<file path="src/rtl/rr_interval_tracker.sv">
// RR interval tracker: measures beat-to-beat time in ms; rr_valid rises 3 edges after pulse_in is sampled high.
// Unaccepted data is overwritten, which sets the sticky overrun flag. Define RR_AVG_EN to build the running average.
module rr_interval_tracker #(
   parameter int CNT_W         = 12,
   parameter int TICKS_PER_MS  = 1000,
   parameter int AVG_LOG2      = 3,
   parameter int REFRACTORY_MS = 200
) (
   input  logic             clk,
   input  logic             rst_n,
   input  logic             pulse_in,
   input  logic             rr_ready,
   output logic             rr_valid,
   output logic [CNT_W-1:0] rr_ms,
   output logic [CNT_W-1:0] rr_avg_ms,
   output logic             timeout,
   output logic             overrun
);

   localparam int               PRE_W    = (TICKS_PER_MS > 1) ? $clog2(TICKS_PER_MS) : 1;
   localparam logic [PRE_W-1:0] PRE_MAX  = PRE_W'(TICKS_PER_MS - 1);
   localparam logic [CNT_W-1:0] MS_MAX   = '1;
   localparam logic [CNT_W-1:0] REFRACT  = CNT_W'(REFRACTORY_MS);

   typedef enum logic [1:0] {
      WAIT_FIRST = 2'd0,
      MEASURE    = 2'd1,
      TIMEOUT    = 2'd2
   } state_t;

   state_t           state_q, state_d;
   logic [2:0]       sync_q;
   logic             beat_q;
   logic [PRE_W-1:0] pre_q, pre_d;
   logic [CNT_W-1:0] ms_q, ms_d, ms_inc;
   logic             pre_wrap;
   logic             capture;
   logic             rr_valid_q, rr_valid_d;
   logic [CNT_W-1:0] rr_ms_q, rr_ms_d;
   logic             overrun_q, overrun_d;

   always_ff @(posedge clk or negedge rst_n) begin
      if (!rst_n) begin
         state_q    <= WAIT_FIRST;
         sync_q     <= '0;
         beat_q     <= 1'b0;
         pre_q      <= '0;
         ms_q       <= '0;
         rr_valid_q <= 1'b0;
         rr_ms_q    <= '0;
         overrun_q  <= 1'b0;
      end else begin
         state_q    <= state_d;
         sync_q     <= {sync_q[1:0], pulse_in};
         // Registered edge detect adds the third stage of beat latency
         beat_q     <= sync_q[1] & ~sync_q[2];
         pre_q      <= pre_d;
         ms_q       <= ms_d;
         rr_valid_q <= rr_valid_d;
         rr_ms_q    <= rr_ms_d;
         overrun_q  <= overrun_d;
      end
   end

   always_comb begin
      pre_wrap = (pre_q == PRE_MAX);
      // Interval is taken as the count including this edge's tick, so N ms of cycles reads as N
      ms_inc   = (pre_wrap && (ms_q != MS_MAX)) ? ms_q + 1'b1 : ms_q;
      pre_d    = pre_wrap ? '0 : pre_q + 1'b1;
      ms_d     = ms_inc;
      state_d  = state_q;
      capture  = 1'b0;
      case (state_q)
         WAIT_FIRST: begin
            if (beat_q) begin
               pre_d   = '0;
               ms_d    = '0;
               state_d = MEASURE;
            end
         end
         MEASURE: begin
            if (beat_q && (ms_inc >= REFRACT)) begin
               capture = 1'b1;
               pre_d   = '0;
               ms_d    = '0;
            end else if (ms_q == MS_MAX) begin
               state_d = TIMEOUT;
            end
         end
         TIMEOUT: begin
            if (beat_q) begin
               pre_d   = '0;
               ms_d    = '0;
               state_d = MEASURE;
            end
         end
         default: state_d = WAIT_FIRST;
      endcase
      rr_valid_d = capture | (rr_valid_q & ~rr_ready);
      overrun_d  = overrun_q | (capture & rr_valid_q & ~rr_ready);
      rr_ms_d    = capture ? ms_inc : rr_ms_q;
   end

`ifdef RR_AVG_EN
   localparam int DEPTH = 1 << AVG_LOG2;
   localparam int SUM_W = CNT_W + AVG_LOG2;

   logic [CNT_W-1:0]    avg_buf_q [DEPTH];
   logic [AVG_LOG2-1:0] avg_ptr_q;
   logic [SUM_W-1:0]    sum_q, sum_d;
   logic [CNT_W-1:0]    avg_q;

   // Sum always equals the buffer contents, so the subtraction never underflows
   assign sum_d = sum_q + SUM_W'(ms_inc) - SUM_W'(avg_buf_q[avg_ptr_q]);

   always_ff @(posedge clk or negedge rst_n) begin
      if (!rst_n) begin
         for (int i = 0; i < DEPTH; i++) avg_buf_q[i] <= '0;
         avg_ptr_q <= '0;
         sum_q     <= '0;
         avg_q     <= '0;
      end else if (capture) begin
         avg_buf_q[avg_ptr_q] <= ms_inc;
         avg_ptr_q            <= avg_ptr_q + 1'b1;
         sum_q                <= sum_d;
         avg_q                <= sum_d[SUM_W-1:AVG_LOG2];
      end
   end

   assign rr_avg_ms = avg_q;
`else
   assign rr_avg_ms = '0;
`endif

   assign rr_valid = rr_valid_q;
   assign rr_ms    = rr_ms_q;
   assign timeout  = (state_q == TIMEOUT);
   assign overrun  = overrun_q;

endmodule

</file>
<file path="config.mk">
export PLATFORM = sky130hd
export DESIGN_NAME = rr_interval_tracker
export DESIGN_NICKNAME = d
export VERILOG_FILES = /design/src/rtl/rr_interval_tracker.sv
export SDC_FILE = /design/constraint.sdc
export NUM_CORES = 1
export LEC_CHECK = 0
export ABC_AREA = 1
export BUFFER_PORTS_ARGS = -buffer_cell sky130_fd_sc_hd__clkbuf_2
export CORE_UTILIZATION = 35
export DETAILED_ROUTE_END_ITERATION = 16
export GPL_TIMING_DRIVEN = 0
export SETUP_SLACK_MARGIN = 0.2
export SYNTH_ARGS = -nofsm -noshare
export SYNTH_HDL_FRONTEND = slang
export SYNTH_SLANG_ARGS = --single-unit
</file>
<file path="constraint.sdc">
create_clock -name clk -period 2.2 [get_ports clk]
set_clock_uncertainty 0.2 [all_clocks]
set_input_delay 0.44 -clock clk [delete_from_list [all_inputs] [get_ports clk]]
set_output_delay 0.44 -clock clk [all_outputs]
set_load 0.02 [all_outputs]
</file>
* Word-level counts from Yosys, hierarchy flattened
Index checks and enable logic that the tools add are counted.
Storage, ports and cells: flip-flop bits (word level) 42, input bits 4, word-level logic and storage cells 46
Cells by class: $add $sub $neg 2, $lt $le $gt $ge 1, equal/unequal tests 8, multiplexer cells 14, bitwise operators 8, reductions and logical operators 5
Operators with widths (number):
- $mux 12 | 3
- $mux 10 | 3
- $pmux 12 s2 | 1
- $pmux 10 s2 | 1
- $add 12x1->12 const B | 1
- $eq 12x12->1 const B | 1
- $ge 12x8->1 const B | 1
- $ne 12x12->1 const B | 1
- $add 10x1->10 const B | 1
- $eq 10x10->1 const B | 1
- $mux 2 | 3
- $and 1x1->1 | 4
- $ne 2x2->1 const B | 2
- $pmux 2 s2 | 1
- $reduce_and 3->1 | 1
- $eq 2x1->1 const B | 1
- $eq 2x2->1 const B | 1
- $logic_and 1x1->1 | 2
- $logic_not 2->1 | 1
- $mux 1 | 2
- $ne 2x1->1 const B | 1
- $not 1->1 | 2
- $or 1x1->1 | 2
- $reduce_or 2->1 | 1

* Logic depth before layout (Yosys ltp)
Gate-level depths: netlist of the first run.
depth in word-level cells 10, gate-level depth with buffers 17, depth with buffers taken out 15

* Worst setup path after synthesis of the first run
Ideal clock, no wire load.
path type reg-to-reg, from reg ms_q[0], to reg state_q[1], setup time 0.117 ns, data arrival time 1.855 ns, required time 1.883 ns, slack 0.028 ns, stages on the path, launching flop included 18, path buffers 2, cell sequence dfrtp_1 -> ha_1 -> nand2_2 -> nor2_4 -> nand2_2 -> nor2_4 -> nor2_4 -> nand2_1 -> nand2_1 -> clkinv_1 -> nand2_1 -> nor2_1 -> nand2_1 -> nand2_2 -> buf_6 -> buf_8 -> nand3_2 -> nand2_1
Between the ends: word-level cells in the longest chain between the ends 7
Ends and longest elaborated chain:
- start: declaration | RTL line 35 | logic [CNT_W-1:0] ms_q, ms_d, ms_inc;
- start signal: assignment | RTL line 58 | ms_q <= ms_d;
- branches (longest 6 deep; another with $add 12x1->12)
- $reduce_and 3->1 (no source line) (*)
- end signal: assignment | RTL line 53 | state_q <= state_d;
- end: declaration | RTL line 31 | state_t state_q, state_d;
Mark *: on every way between the ends. A chain may end at the register's enable or synchronous reset.

* Worst setup path in the final report of the first run
from reg pre_q[1], to reg state_q[1]
Between the ends: word-level cells in the longest chain between the ends 7
Ends and longest elaborated chain:
- start: declaration | RTL line 34 | logic [PRE_W-1:0] pre_q, pre_d;
- start signal: assignment | RTL line 57 | pre_q <= pre_d;
- $eq 10x10->1 | RTL line 66 | pre_wrap = (pre_q == PRE_MAX);
- $logic_and 1x1->1 | RTL line 68 | ms_inc = (pre_wrap && (ms_q != MS_MAX)) ? ms_q + 1'b1 : ms_q;
- $mux 12 | RTL line 68
- $ge 12x8->1 | RTL line 82 | if (beat_q && (ms_inc >= REFRACT)) begin
- $logic_and 1x1->1 | RTL line 82
- $ne 2x2->1 (no source line)
- $reduce_and 3->1 (no source line)
Every way passes these cells.

==> results of run 1 <==
Yosys cell counts (2+ instances only):
cell | instances | area (µm²)
nand2_1 | 71 | 266.5
nor2_1 | 26 | 97.59
buf_4 | 12 | 90.09
nand4_1 | 3 | 18.77
nand2_2 | 7 | 43.79
nand3_4 | 3 | 52.55
dfrtp_1 | 42 | 1051
xnor2_1 | 3 | 26.28
ha_1 | 2 | 25.02
inv_1 | 20 | 75.07
o21ai_2 | 6 | 52.55
o21ai_0 | 8 | 40.04
buf_2 | 2 | 10.01
nor2_4 | 7 | 78.83
xor2_1 | 8 | 70.07
inv_2 | 4 | 15.01
nor3_1 | 2 | 10.01
nor2_2 | 10 | 62.56
nand3_1 | 14 | 70.07
per-layer routing:
metal,track usage,routed length (µm)
met1,0.2074,2288
met3,0.02637,180
met5,0,0
met2,0.2702,2524
met4,0.04737,99
layout by cell type, fill, tap and decap left out, types with 4 or more instances in the layout:
cell,count
nand3_4,4
o21ai_2,8
nand2_1,47
dfrtp_1,41
xor2_1,8
nand2_4,8
buf_4,30
nor2_1,24
nor2_4,8
conb_1,12
inv_2,4
inv_1,20
clkbuf_8,5
nand2_2,24
clkbuf_2,18
nand3_1,12
nor2_2,12
o21ai_1,4
power groups by stage:
| stage | registers [W] | logic, W | clock network (W) |
|---|---|---|---|
| 4_1_cts | 0.000877 | 0.000353 | 0.000619 |
| 2_1_floorplan | 0.000888 | 0.000249 | 0 |
| 5_1_grt | 0.000896 | 0.000456 | 0.000654 |
| 3_3_place_gp | 0.000896 | 0.000300 | 0 |
| 3_5_place_dp | 0.000896 | 0.000306 | 0 |
| 6_report | 0.000890 | 0.000405 | 0.000608 |
kinds of logic after synthesis:
family          share of synthesized area
simple gates                       0.3276
flops                              0.4641
buf+inv                           0.09723
compound gates                    0.05138
xor+xnor                          0.04254
fa+ha+maj                         0.01105
other cells                      0.001656
mux                              0.004420
worst max-delay path: stages, from the launching register on:
cell and delay [ps]:
dfrtp_1 400, ha_4 160, nand2_4 60, nor2_4 140
nand2_2 80, nor2_4 160, nand2_4 120, nand2_2 80
nand2_2 70, nor2_2 120, nand2_2 80, nand2_2 80
nand2_4 70, buf_12 160, buf_12 130, nand3_2 50
nand2_1 50
area by class of cell:
| cell class | instances | area, µm² |
|---|---|---|
| Inverter | 25 | 95.09 |
| Sequential cell | 42 | 1052 |
| Clock inverter | 2 | 37.54 |
| Multi-Input combinational cell | 193 | 1206 |
| Clock buffer | 6 | 72.57 |
| Fill cell | 578 | 3069 |
| Timing Repair Buffer | 41 | 320.3 |
| Buffer | 16 | 148.9 |
| Tap cell | 75 | 93.84 |
sequential cells by signal, indices dropped and copies added (netlist names):
name,flops
pre_q,10
rr_ms,12
overrun,1
sync_q,3
state_q,2
rr_valid,1
ms_q,12
beat_q,1
final timing paths:
kind                         endpoint  slack [ps]       from  cells past startpoint
max in group asynchronous     ms_q[0]         960      rst_n                      1
min reg2reg                 sync_q[1]         150  sync_q[0]                      0
max reg2reg                state_q[1]        -120   pre_q[1]                     16
max                        state_q[1]        -120   pre_q[1]                     16
min                         sync_q[0]          50   pulse_in                      1
min in group asynchronous    pre_q[1]         120      rst_n                      1
what timing repair did:
item | CTS | global route
setup endpoints to repair | 38 | 38
pin swaps | 5 | 16
resized for setup | 24 | 33
cloned | 3 | 2
buffers inserted | 15 | 5
metrics by stage:
stage,setup slack (ps),setup TNS (ps)
after floorplan,40.16,0
after global placement,-264.6,-7857
after detailed placement,-288.6,-8625
after CTS,-124.1,-3020
after global routing,-249.3,-7925
final,-121.6,-3166
==> flow_metrics.py, run 1 <==
metrics = {
    "run_status": {
        "outcome": "complete, but fails checks",
        "violations": "negative setup slack",
    },
    "yosys": {
        "yosysSeqAreaShare": 0.4641,
        "synthArstFlopShare": 1.000,
        "synth-warning-count": 0,
        "ys_types": 32,
        "netlist_area_mm2": 0.002265,
        "synthFlopType": "dfrtp_1",
        "syn_inst": 263,
        "avgSynthCellArea_um2": 8.611,
        "synth_edf_count": 0,
        "synth_seq_cells": 42,
    },
    "clocking": {
        "htree_num_levels": 2,
        "holdBufCountCts": 0,
        "insertion_delay_ps": 300,
        "root_buffer": "clkbuf_8",
        "cts_inserted_buffers": 5,
        "tritoncts": "built",
        "clk_pin_slew_ps": 80,
        "clockBufferDepth": 2,
        "cts.sinks": 42,
    },
    "finish": {
        "antenna_cells": 0,
        "stdcell_count": 400,
        "post-route-util": 0.4965,
        "syn_to_final_growth_pct": 33.65,
        "fin_nets": 330,
        "drive_above_1_share": 0.4338,
        "final_area_mm2": 0.003027,
    },
    "drt": {
        "drc": 0,
        "wl_per_cell_um": 12.73,
        "vias_per_cell": 4.608,
        "vias": 1843,
        "drtAntennaViolNets": 0,
        "drt-total-wl_um": 5093,
        "drt_iter0_drc": 55,
        "dr.pass1.iters": 4,
    },
    "place": {
        "placed_cell_area_mm2": 0.002502,
        "dpl.hpwl_um": 3106,
        "place_inst": 367,
        "port-buffer-count": 18,
        "place.gp.congestion": 0.7733,
    },
    "critical_path": {
        "end_kind": "register",
        "critPathLaunchType": "register",
        "crit_required_ps": 2180,
        "path_class": "reg2reg",
        "worstPathMaxFanout": 8,
        "crit_arrival_ps": 2310,
    },
    "hold_path": {
        "hold_class": "in2reg",
    },
    "pwr": {
        "combPwrFrac": 0.213,
        "power.density_mw_per_mm2": 628.4,
        "p_sw_frac": 0.2859,
        "total_power_w": 0.001902,
        "p_sw_w": 0.0005437,
        "p_seq_frac": 0.468,
        "pwr-share-clk": 0.319,
        "leakage_nw": 1.490,
        "intPower_w": 0.001358,
        "max-vdd-ir-drop_mv": 0.4786,
    },
    "timing": {
        "max_freq_ghz": 0.4307,
        "period_needed_ps": 2322,
        "final-max-slew-violation-count": 0,
        "hold_ws_ps": 54.30,
        "max-slew-margin-rel": 0.2962,
        "min_period_over_period": 1.055,
        "setup_viol": 35,
        "hold_viol_final": 0,
        "rsz0062_at_grt": "true",
        "setup_slack_ps": -121.6,
        "worstMarginPinSlew_ps": 1056,
    },
    "floorplanning": {
        "die_w_um": 82.44,
        "core.rowCount": 28,
        "fp.dieArea_mm2": 0.006796,
        "start_util": 0.3715,
        "die_h_um": 82.44,
        "io_pins": 31,
        "coreArea_mm2": 0.006096,
    },
    "global_routing": {
        "grt_antenna_before_repair": 0,
        "grt_pass1_vias": 1747,
        "grt_first_pass_wirelength_um": 8052,
        "grt_overflow": 0,
        "grt_use_total": 0.1592,
        "grt_max_degree": 43,
    },
    "flow_run": {
        "maxCapViolations": 0,
    },
}
(Power assumes the default switching activity.)
==> run 2, diff against run 1 <==
- MAX_ROUTING_LAYER: default -> met4
==> run 2 against run 1 <==
Net effect: the run still ends with negative setup slack left; sequential share of layout area did not move; combinational power barely moved; register-to-register slack about the same; clock power is essentially flat; worst hold slack got worse by 0.97 ps; flip-flop and latch count unchanged; clock-buffer cell count unchanged; cell area unchanged; core utilization is the same; sequential power is essentially flat; critical path type unchanged; largest cell class unchanged.
==> flow_metrics.py, run 2 (synthesis gave the netlist of run 1 again) <==
metrics = {
    "run_status": {
        "outcome": "complete, but fails checks",
        "violations": "negative setup slack",
    },
    "finish": {
        "syn_to_final_growth_pct": 33.65,
        "antenna_cells": 0,
        "fin_nets": 330,
        "final_cell_mix": "nand2_1 (47), dfrtp_1 (41), buf_4 (30)",
        "final_common_cell": "nand2_1",
        "drive_above_1_share": 0.4338,
    },
    "hold_path": {
        "holdPathStages": 1,
        "hold_class": "in2reg",
        "hold_start": "pulse_in",
    },
    "floorplanning": {
        "die_w_um": 82.44,
        "core.rowCount": 28,
        "start_util": 0.3715,
        "fp.dieArea_mm2": 0.006796,
        "coreArea_mm2": 0.006096,
        "io_pins": 31,
        "die_h_um": 82.44,
    },
    "timing": {
        "worstMarginPinSlew_ps": 1030,
        "rsz0062_at_grt": "true",
        "setup_tns_ps": -3320,
        "period_needed_ps": 2323,
        "min_period_over_period": 1.056,
        "max-slew-margin-rel": 0.3136,
        "max_freq_ghz": 0.4305,
        "final-max-slew-violation-count": 0,
        "setup_viol": 35,
        "hold_ws_ps": 53.33,
        "hold_viol_final": 0,
        "setup_slack_ps": -123.0,
    },
    "place": {
        "port-buffer-count": 18,
        "place.gp.congestion": 0.7838,
        "dpl.hpwl_um": 3106,
    },
    "global_routing": {
        "grt_pass1_vias": 1743,
        "grt_use_total": 0.1641,
        "grt_first_pass_wirelength_um": 8066,
        "grt_overflow": 0,
        "grt_antenna_before_repair": 0,
        "grt_max_degree": 43,
    },
    "drt": {
        "wl_per_cell_um": 12.70,
        "drt-total-wl_um": 5078,
        "dr.pass1.iters": 4,
        "drt_iter0_drc": 52,
        "drc": 0,
        "drtAntennaViolNets": 0,
        "vias": 1835,
        "vias_per_cell": 4.588,
    },
    "critical_path": {
        "cp_cell_sequence": "ha_4, nand2_4, nor2_4, nand2_2, nor2_4, nand2_4, nand2_2, nand2_2, nor2_2, nand2_2, nand2_2, nand2_4, buf_12, buf_12, nand3_2, nand2_1",
        "worst_path_most_repeated_cell": "nand2_2",
        "cp_slowest_cell": "dfrtp_1",
        "critPathLaunchType": "register",
        "path_class": "reg2reg",
        "reg2reg_from": "pre_q[1]",
        "slowest_delay_ps": 400,
        "regToRegEndpoint": "state_q[1]",
        "crit_required_ps": 2190,
        "crit_arrival_ps": 2310,
        "cp_top_family": "simple AND/OR/NAND/NOR gates",
        "path_buf_inv": 2,
        "cp-startpoint": "pre_q[1]",
        "rrSetupSlack_ps": -120,
        "crit_end": "state_q[1]",
        "end_kind": "register",
        "cp.depth": 16,
        "r2r_cells": 16,
        "worstPathMaxFanout": 8,
    },
    "flow_run": {
        "maxCapViolations": 0,
    },
    "pwr": {
        "max-vdd-ir-drop_mv": 0.4805,
        "total_power_w": 0.001901,
        "leakage_nw": 1.490,
        "power.density_mw_per_mm2": 628.1,
    },
    "clocking": {
        "tritoncts": "built",
        "cts_inserted_buffers": 5,
        "holdBufCountCts": 0,
        "clockBufferDepth": 2,
        "cts.sinks": 42,
        "insertion_delay_ps": 300,
        "clk_pin_slew_ps": 80,
        "htree_num_levels": 2,
        "root_buffer": "clkbuf_8",
    },
}
[run 2: cell counts in the layout (fill, tap and decap cells not counted)]
Identical to the previous run, type by type.
[run 2: worst min-delay path by stage]
| stage | slack (ps) | end |
|---|---|---|
| 6_report | 50 | sync_q[0] |
| 4_1_cts | 50 | sync_q[0] |
| 3_3_place_gp | 130 | sync_q[1] |
| 5_1_grt | 40 | sync_q[0] |
| 3_5_place_dp | 140 | sync_q[1] |
| 2_1_floorplan | -60 | beat_q |
[run 2: timing repair]
| action | CTS | global route |
|---|---|---|
| pin swaps | 5 | 16 |
| setup endpoints to repair | 38 | 38 |
| cloned | 3 | 2 |
| buffers inserted | 15 | 5 |
| gates resized for setup | 24 | 33 |
[run 2: report_power, final]
group | internal [W] | leakage [nW] | total [W] | switching (W)
clock network | 0.000339 | 0.0514 | 0.000607 | 0.000269
logic | 0.000185 | 0.871 | 0.000404 | 0.000219
registers | 0.000834 | 0.567 | 0.000890 | 0.0000552
[run 2: final cells by class]
class | count | area (µm²)
Tap cell | 75 | 93.84
Timing Repair Buffer | 41 | 320.3
Inverter | 25 | 95.09
Multi-Input combinational cell | 193 | 1206
Clock inverter | 2 | 37.54
Fill cell | 578 | 3069
Sequential cell | 42 | 1052
Clock buffer | 6 | 72.57
Buffer | 16 | 148.9
[run 2: metal layers]
metal	track usage	part of all wire
met4	0.04737	0.020
met3	0.02637	0.036
met2	0.2694	0.50
met1	0.2087	0.45
met5	-	0
[run 2: stage by stage]
step           worst slack [ps]  cells  area [µm²]    util
2_1_floorplan             40.16    274        2318       -
3_3_place_gp             -264.6    367        2502  0.4105
3_5_place_dp             -288.6    367        2502  0.4105
4_1_cts                  -124.1    393        2856  0.4686
5_1_grt                  -249.3    400        3027  0.4965
6_report                 -123.0    400        3027  0.4965
==> run 3, diff against run 2 <==
- clock period: 2.2 -> 2 ns (I/O delays scaled with it)
==> run 3 against run 2 <==
Net effect: combinational power rose by 5.4%; global-route usage rose by 0.69 points; cell area rose by 0.29%; the flow still finishes with violations (negative setup slack); largest power group unchanged; critical path type unchanged; non-clock buffer count rose by 5; routed wire length rose by 0.26%.
==> flow_metrics.py, run 3 (synthesis gave the netlist of run 1 again) <==
metrics = {
    "run_status": {
        "outcome": "complete, but fails checks",
        "violations": "negative setup slack",
    },
    "critical_path": {
        "cp-startpoint": "pre_q[0]",
        "r2r_cells": 17,
        "rrSetupSlack_ps": -350,
        "crit_required_ps": 1970,
        "crit_end": "rr_ms[2]",
        "crit_arrival_ps": 2320,
        "worstPathMaxFanout": 5,
        "critPathLaunchType": "register",
        "end_kind": "register",
        "regToRegEndpoint": "rr_ms[2]",
        "reg2reg_from": "pre_q[0]",
        "path_class": "reg2reg",
    },
    "timing": {
        "setup_viol": 38,
        "min_period_over_period": 1.175,
        "max-slew-margin-rel": 0.3053,
        "final-max-slew-violation-count": 0,
        "setup_slack_ps": -349.7,
        "setup_tns_ps": -10870,
        "hold_viol_final": 0,
        "worstMarginPinSlew_ps": 1042,
        "period_needed_ps": 2350,
        "rsz0062_at_grt": "true",
        "max_freq_ghz": 0.4256,
    },
    "finish": {
        "final_cell_mix": "nand2_1 (53), dfrtp_1 (41), buf_4 (36)",
        "final_common_cell": "nand2_1",
        "drive_above_1_share": 0.4152,
        "antenna_cells": 0,
        "fin_nets": 335,
        "syn_to_final_growth_pct": 34.03,
        "nFillCells": 581,
    },
    "global_routing": {
        "grt_pass1_vias": 1758,
        "grt_max_degree": 43,
        "grt_use_total": 0.1710,
        "grt_antenna_before_repair": 0,
        "grt_first_pass_wirelength_um": 8300,
        "grt_overflow": 0,
    },
    "hold_path": {
        "hold_class": "in2async",
    },
    "clocking": {
        "insertion_delay_ps": 300,
        "tritoncts": "built",
        "root_buffer": "clkbuf_8",
        "clk_pin_slew_ps": 80,
        "cts.sinks": 42,
        "clockBufferDepth": 2,
        "htree_num_levels": 2,
        "cts_inserted_buffers": 5,
    },
    "place": {
        "dpl.hpwl_um": 3142,
        "port-buffer-count": 18,
        "place.gp.congestion": 0.7840,
    },
    "drt": {
        "wl_per_cell_um": 12.57,
        "vias": 1871,
        "top_layer": "met4",
        "drt_iter0_drc": 100,
        "wl_met1_um": 2394,
        "vias_per_cell": 4.620,
        "wl_met2_um": 2420,
        "drc": 0,
        "dr.pass1.iters": 4,
        "drtAntennaViolNets": 0,
        "drt-total-wl_um": 5091,
        "dr_wl_met3_um": 185,
    },
    "floorplanning": {
        "io_pins": 31,
        "coreArea_mm2": 0.006096,
        "fp.dieArea_mm2": 0.006796,
        "die_w_um": 82.44,
        "start_util": 0.3715,
        "core.rowCount": 28,
        "die_h_um": 82.44,
    },
    "pwr": {
        "total_power_w": 0.002066,
        "leakage_nw": 1.518,
        "power.density_mw_per_mm2": 680.5,
        "max-vdd-ir-drop_mv": 0.4856,
    },
    "flow_run": {
        "maxCapViolations": 0,
    },
}
[run 3: changes by cell type in the layout (fill, tap and decap cells not counted), moves of 2 or more]
cell	delta
o21ai_2	-2
buf_6	-2
buf_4	+6
o21ai_0	+3
nor2_2	-2
clkinv_2	+2
nand2_2	-4
nand2_4	-2
nand2_1	+6
[run 3: through the flow]
step                      setup slack (ps)  hold WS, ps  area (µm²)  std cells  utilization
after global placement              -465.7        134.5        2502        367       0.4105
after CTS                           -329.6        4.980        2870        395       0.4709
final                               -349.7        71.24        3035        405       0.4979
after detailed placement            -490.5        138.9        2502        367       0.4105
after floorplan                     -159.8       -95.59        2318        274            -
after global routing                -470.8        169.2        3035        405       0.4979
[run 3: report_power, final]
group	internal [W]	leakage (nW)	switching, W
Sequential	0.000917	0.567	0.0000620
Combinational	0.000193	0.893	0.000234
Clock	0.000367	0.0579	0.000293
Total	0.00148	1.52	0.000589
[run 3: area by class of cell]
type | instances | area, µm² | area share
clock buffers | 5 | 68.82 | 0.02267
flip-flops and latches | 42 | 1052 | 0.3467
plain buffers | 16 | 143.9 | 0.04740
well taps | 75 | 93.84 | 0.03092
multi-input cells | 193 | 1176 | 0.3875
inverters | 25 | 95.09 | 0.03133
repair buffers | 46 | 365.4 | 0.1204
clock inverters | 3 | 40.04 | 0.01319
[run 3: metal layers]
layer,track usage,up-vias
met5,-,-
met4,0.05965,0
met3,0.02967,8
met2,0.2678,43
met1,0.2232,891
li1,-,929
[run 3: timing repair]
action                     in CTS  in global routing
gates cloned                    3                  1
gates resized for setup        25                 15
setup buffers                  17                  8
pin swaps                       8                  9
setup endpoints to repair      38                 38
hold buffers                    0                  1
hold endpoints to repair        0                  1
[run 3: worst min path at each step]
stage                         start         to  slack (ps)
final                         rst_n  rr_ms[11]          70
after global routing          rst_n  rr_ms[11]         170
after CTS                  pulse_in  sync_q[0]           5
after detailed placement  sync_q[0]  sync_q[1]         140
after global placement    sync_q[0]  sync_q[1]         130
after floorplan               rst_n     beat_q        -100
[run 3: critical path, stage by stage, from the launching register on]
cell and delay [ps]:
dfrtp_1 400, ha_4 160, nand2_4 60, nor2_4 120, nand2_2 80, nor2_4 150
buf_4 130, nand3_1 60, nand2_1 80, nand2_2 80, nand2_1 90, nor2_2 50
nand2_2 70, nand2_4 80, buf_8 170, buf_12 130, nand2_1 40, o21ai_0 80
